**src/rtl/aes_inv_key_sched.sv**
```systemverilog
// s_box: AES forward S-box computed as GF(2^8) inverse followed by the affine map
module s_box (
  input  logic [7:0] a,
  output logic [7:0] y
);
  function automatic logic [7:0] gmul(input logic [7:0] x, input logic [7:0] z);
    logic [7:0] r, p, q;
    r = 8'h00;
    p = x;
    q = z;
    for (int i = 0; i < 8; i++) begin
      if (q[0]) r = r ^ p;
      p = {p[6:0], 1'b0} ^ (p[7] ? 8'h1b : 8'h00);
      q = q >> 1;
    end
    return r;
  endfunction

  logic [7:0] x2, x4, x8, x16, x32, x64, x128, inv;

  // x^254 is the multiplicative inverse (and maps 0 to 0), then the affine transform
  always_comb begin
    x2   = gmul(a, a);
    x4   = gmul(x2, x2);
    x8   = gmul(x4, x4);
    x16  = gmul(x8, x8);
    x32  = gmul(x16, x16);
    x64  = gmul(x32, x32);
    x128 = gmul(x64, x64);
    inv  = gmul(gmul(gmul(x2, x4), gmul(x8, x16)), gmul(gmul(x32, x64), x128));
    y    = inv ^ {inv[6:0], inv[7]} ^ {inv[5:0], inv[7:6]} ^ {inv[4:0], inv[7:5]}
               ^ {inv[3:0], inv[7:4]} ^ 8'h63;
  end
endmodule

// aes_inv_key_sched: expands an AES-128 key to round 10, then emits round keys 10..0
module aes_inv_key_sched (
  input  logic         clk,
  input  logic         rst,
  input  logic         start,
  input  logic [127:0] key_in,
  output logic         busy,
  output logic         key_valid,
  input  logic         key_ready,
  output logic [127:0] key_out,
  output logic [3:0]   round_idx,
  output logic         done
);
  typedef enum logic [1:0] {IDLE, EXPAND, EMIT} state_t;

  state_t       state, state_n;
  logic [127:0] key_reg, key_n;
  logic [3:0]   cnt, cnt_n, round_idx_n, rc_sel;
  logic         key_valid_n, busy_n, done_n;
  logic [31:0]  w0, w1, w2, w3, p1, p2, p3, sub_in, sub_out, t;
  logic [7:0]   rcon;
  logic [127:0] fwd, bwd;

  assign {w0, w1, w2, w3} = key_reg;
  assign p3 = w3 ^ w2;
  assign p2 = w2 ^ w1;
  assign p1 = w1 ^ w0;
  assign sub_in = (state == EMIT) ? {p3[23:0], p3[31:24]} : {w3[23:0], w3[31:24]};
  assign rc_sel = (state == EMIT) ? round_idx - 4'd1 : cnt;

  for (genvar i = 0; i < 4; i++) begin : g_sbox
    s_box u_sbox (.a(sub_in[8*i +: 8]), .y(sub_out[8*i +: 8]));
  end

  // Round constant lookup; codes 10..15 never occur and yield zero
  always_comb begin
    case (rc_sel)
      4'd0:    rcon = 8'h01;
      4'd1:    rcon = 8'h02;
      4'd2:    rcon = 8'h04;
      4'd3:    rcon = 8'h08;
      4'd4:    rcon = 8'h10;
      4'd5:    rcon = 8'h20;
      4'd6:    rcon = 8'h40;
      4'd7:    rcon = 8'h80;
      4'd8:    rcon = 8'h1b;
      4'd9:    rcon = 8'h36;
      default: rcon = 8'h00;
    endcase
  end

  assign t   = sub_out ^ {rcon, 24'h0};
  assign fwd = {w0 ^ t, w0 ^ t ^ w1, w0 ^ t ^ w1 ^ w2, w0 ^ t ^ w1 ^ w2 ^ w3};
  assign bwd = {w0 ^ t, p1, p2, p3};

  // Next-state and next-output logic; done is a single-cycle pulse by default
  always_comb begin
    state_n     = state;
    key_n       = key_reg;
    cnt_n       = cnt;
    round_idx_n = round_idx;
    key_valid_n = key_valid;
    busy_n      = busy;
    done_n      = 1'b0;
    case (state)
      IDLE: if (start) begin
        key_n   = key_in;
        cnt_n   = 4'd0;
        busy_n  = 1'b1;
        state_n = EXPAND;
      end
      EXPAND: begin
        key_n = fwd;
        cnt_n = cnt + 4'd1;
        if (cnt == 4'd9) begin
          state_n     = EMIT;
          round_idx_n = 4'd10;
          key_valid_n = 1'b1;
        end
      end
      EMIT: if (key_ready) begin
        if (round_idx != 4'd0) begin
          key_n       = bwd;
          round_idx_n = round_idx - 4'd1;
        end else begin
          state_n     = IDLE;
          key_valid_n = 1'b0;
          busy_n      = 1'b0;
          done_n      = 1'b1;
        end
      end
      default: state_n = IDLE;
    endcase
  end

  // State and output registers, cleared asynchronously
  always_ff @(posedge clk or posedge rst) begin
    if (rst) begin
      state     <= IDLE;
      key_reg   <= '0;
      cnt       <= '0;
      round_idx <= '0;
      key_valid <= 1'b0;
      busy      <= 1'b0;
      done      <= 1'b0;
    end else begin
      state     <= state_n;
      key_reg   <= key_n;
      cnt       <= cnt_n;
      round_idx <= round_idx_n;
      key_valid <= key_valid_n;
      busy      <= busy_n;
      done      <= done_n;
    end
  end

  assign key_out = key_reg;
endmodule
```
**config.mk**
```make
export PLATFORM = sky130hd
export DESIGN_NAME = aes_inv_key_sched
export DESIGN_NICKNAME = d
export VERILOG_FILES = /design/src/rtl/aes_inv_key_sched.sv
export SDC_FILE = /design/constraint.sdc
export NUM_CORES = 2
export LEC_CHECK = 0
export CORE_ASPECT_RATIO = 0.6
export CORE_UTILIZATION = 60
export CTS_BUF_LIST = sky130_fd_sc_hd__clkbuf_8
export DETAILED_ROUTE_END_ITERATION = 8
export GPL_ROUTABILITY_DRIVEN = 0
export PLACE_DENSITY_LB_ADDON = 0.15
export RECOVER_POWER = 25
export SLEW_MARGIN = 10
export SYNTH_ARGS = -nofsm -noshare
export SYNTH_HDL_FRONTEND = slang
export SYNTH_HIERARCHICAL = 1
export SYNTH_SLANG_ARGS = --single-unit
```
**constraint.sdc**
```tcl
create_clock -name clk -period 48 [get_ports clk]
set_clock_uncertainty 0.2 [all_clocks]
set_input_delay 9.6 -clock clk [delete_from_list [all_inputs] [get_ports clk]]
set_output_delay 9.6 -clock clk [all_outputs]
set_load 0.01 [all_outputs]
```
==> qor.txt <==
Result of the run: finished with violations
Violations in the final reports: capacitance limit, slew limit
Number of cells produced by synthesis: 9,190
Cell with the largest stage delay on the worst path: xnor2_1
Number of vias after detailed routing: 69,134
Number of antenna violations at the first check in global routing: 11
Final hold violation count: 0
Total number of H-tree levels: 4
Aggregate global-route resource usage: 37.3%
Post-route DRC: 0
Final number of max-transition violations: 92
Min-delay worst type: flop to flop
Net count reported at finish: 9,262
Post-synth net total: 9,358
WP data arrival: 23,200 ps
Min Clock Period, post-route: 22,920 ps
Sum of negative setup slack: 0 ps
Final clock period utilization by the worst path: 47.8%
DRC violation total after the first TritonRoute iteration: 9,754
Total of fill cells in the finished design: 9,877
Die boundary width: 436 microns
Setup Viol. Count Final: 0
Avg Synthesized Cell Area: 7.37 sq um
Clock transition at the register clock pins on the worst setup and hold paths after CTS: 80 ps
Delay of the slowest cell on the worst path: 910 ps
Detailed-route vias per instance: 6.51
Reg2Reg Capture Point: key_out[19]
Drt total wl: 226,000 microns
Number of rows created at floorplan: 95
Number of warning messages in the yosys log: 6
Distinct cells, synth: 131
Worst setup path class: flop to flop
Worst hold stages: 2
Worst skew pair latency: 590 ps
Most frequent cells in the layout: xnor2_1 (1,704), nor2_1 (1,135), nand2_1 (992), xor2_1 (493), o21ai_0 (466)
Post-synthesis sequential area ratio: 5.21%
Wire length of the first global-routing pass: 351,000 microns
Largest delay share family, worst path: XOR/XNOR gates
Critical path peak fanout: 23
Dpl hpwl: 168,000 microns
Reg-to-reg startpoint: state[0]
Critical path buffers and inverters: 11
Crit path capture type: flop
Count of hold buffers inserted by post-cts repair: 0
Clk sinks: 141
Number of global-route vias before repair: 61,571
Required time of the critical path: 48,280 ps
Remaining Overflow, GRT: 0
Post-synth EDFFs: 0
GR Util met1: 58.3%
Maximum buffer depth of the clock tree: 2
Leading register cell type out of synthesis: dfrtp_1
Die height: 262 microns
Share of synthesized registers carrying an async set or reset: 100%
Antenna-violating nets left: 0
Number of detailed-routing iterations run before antenna repair: 7
Count of maximum capacitance violations: 1
Cts repair resizes: 0
CTS root buf: clkbuf_8
Number of buffers inserted during clock tree synthesis: 17
Maximum number of pins on one net before global-route repair: 97
Share of layout cells above drive strength 1: 8.82%
Synth-to-Final Area Change: 6.49%
FF-to-FF setup slack: 25,080 ps
Start point of the worst hold path: cnt[1]
Met3 track demand over resource in global routing: 9.16%
Worst Hold Endpoint: cnt[1]
Grt peak-use layer: met1
Crit path launch type: flop
Most common cell after layout, fill and taps aside: xnor2_1
Routed len/inst: 21.3 microns
Fmax: 43.6 MHz
Worst slew margin relative to its limit: -211%
Number of buffers inserted to repair setup after CTS: 0
Unrepaired setup endpoints after global routing: false
Flip-flop and latch count after synthesis: 141
Most frequent CP cell: xnor2_1
CTS tree: built
Placeable core region: 112,000 sq um
Buffers on Ports: 266
Top-level I/O count: 267
Count of cells along the worst register-to-register path: 65
Tightest Pin Transition: 4640 ps
Post-synth design cell area: 67,800 sq um
Area of the die: 114,000 sq um
Initial Utilization: 60.5%
Met2 Usage GRT: 50.7%
worst max-delay path by stage:
| stage | start | end | depth (start not counted) |
|---|---|---|---|
| 2_1_floorplan | state[0] | key_out[6] | 74 |
| 3_3_place_gp | state[0] | key_out[19] | 65 |
| 3_5_place_dp | state[0] | key_out[19] | 65 |
| 4_1_cts | state[0] | key_out[19] | 65 |
| 5_1_grt | state[0] | key_out[19] | 65 |
| 6_report | state[0] | key_out[19] | 65 |
state kept, by name, summed over array words and instances (netlist names):
signal / flops
round_idx: 4
busy: 1
key_valid: 1
cnt: 4
done: 1
key_out: 128
state: 2
cell usage after synthesis, types with 44 or more instances:
master | n | share of area, %
a211oi_1 | 107 | 1.2
a21oi_1 | 430 | 3.2
a31oi_1 | 84 | 0.78
a32oi_1 | 48 | 0.62
and3_1 | 58 | 0.54
buf_1 | 45 | 0.25
buf_2 | 171 | 1.3
buf_4 | 44 | 0.49
clkbuf_1 | 351 | 1.9
dfrtp_1 | 141 | 5.2
inv_1 | 159 | 0.88
mux2i_1 | 153 | 2.3
nand2_1 | 992 | 5.5
nand2b_1 | 92 | 0.85
nand3_1 | 258 | 1.9
nand4_1 | 55 | 0.51
nor2_1 | 1135 | 6.3
nor2b_1 | 67 | 0.62
nor3_1 | 327 | 2.4
nor4_1 | 65 | 0.60
o211ai_1 | 117 | 1.3
o21ai_0 | 467 | 3.4
o22ai_1 | 92 | 0.85
or3_1 | 62 | 0.57
xnor2_1 | 1748 | 23
xnor2_2 | 116 | 2.8
xnor3_1 | 236 | 7.8
xor2_1 | 500 | 6.5
stage by stage:
| step | utilization (%) | instances | hold WS (ps) | cell area (sq um) | setup slack [ps] |
|---|---|---|---|---|---|
| global placement | 64.1 | 10578 | 349 | 71800 | 26080 |
| finish | 64.5 | 10616 | 365 | 72200 | 25080 |
| floorplan | - | 9190 | 308 | 67800 | 30460 |
| global route | 64.4 | 10614 | 401 | 72200 | 23970 |
| CTS | 64.4 | 10609 | 365 | 72200 | 25720 |
| detailed placement | 64.1 | 10578 | 344 | 71800 | 25800 |
worst reg2reg max path, delay by kind of cell, from the launching register on:
family	cells	cell delay [ps]
fa+ha+maj	7	4110
simple gates	10	2120
compound gates	10	1570
xor+xnor	26	11030
buf+inv	11	3210
flops	1	420
mux	1	200
cells by family after synthesis:
logic type / share of synthesized area (%)
compound gates: 19.8
xor+xnor: 43.9
fa+ha+maj: 0.665
buf+inv: 5.20
flops: 5.21
mux: 2.80
simple gates: 22.4
final cells by class:
cell class                 instances  area, sq um  area share, %
clock buffer                      19          262          0.362
timing repair buffer             512         4510           6.25
sequential                       141         3530           4.89
multi-input combinational       8242        61200           84.8
tap                             1503         1880           2.61
inverter                         180          679          0.941
clock inverter                    12          113          0.156
antenna                            7         17.5         0.0243
layer usage:
layer / up-vias / wire, microns / share of wire, %
li1: 31743 / - / -
met1: 32551 / 100000 / 44
met2: 4504 / 89500 / 40
met3: 326 / 32000 / 14
met4: 10 / 3840 / 1.7
met5: - / 60 / 0.027
Power is left out: the tool's default activity adds up to more than one toggle a clock period on the data nets, which glitch-free logic cannot reach.
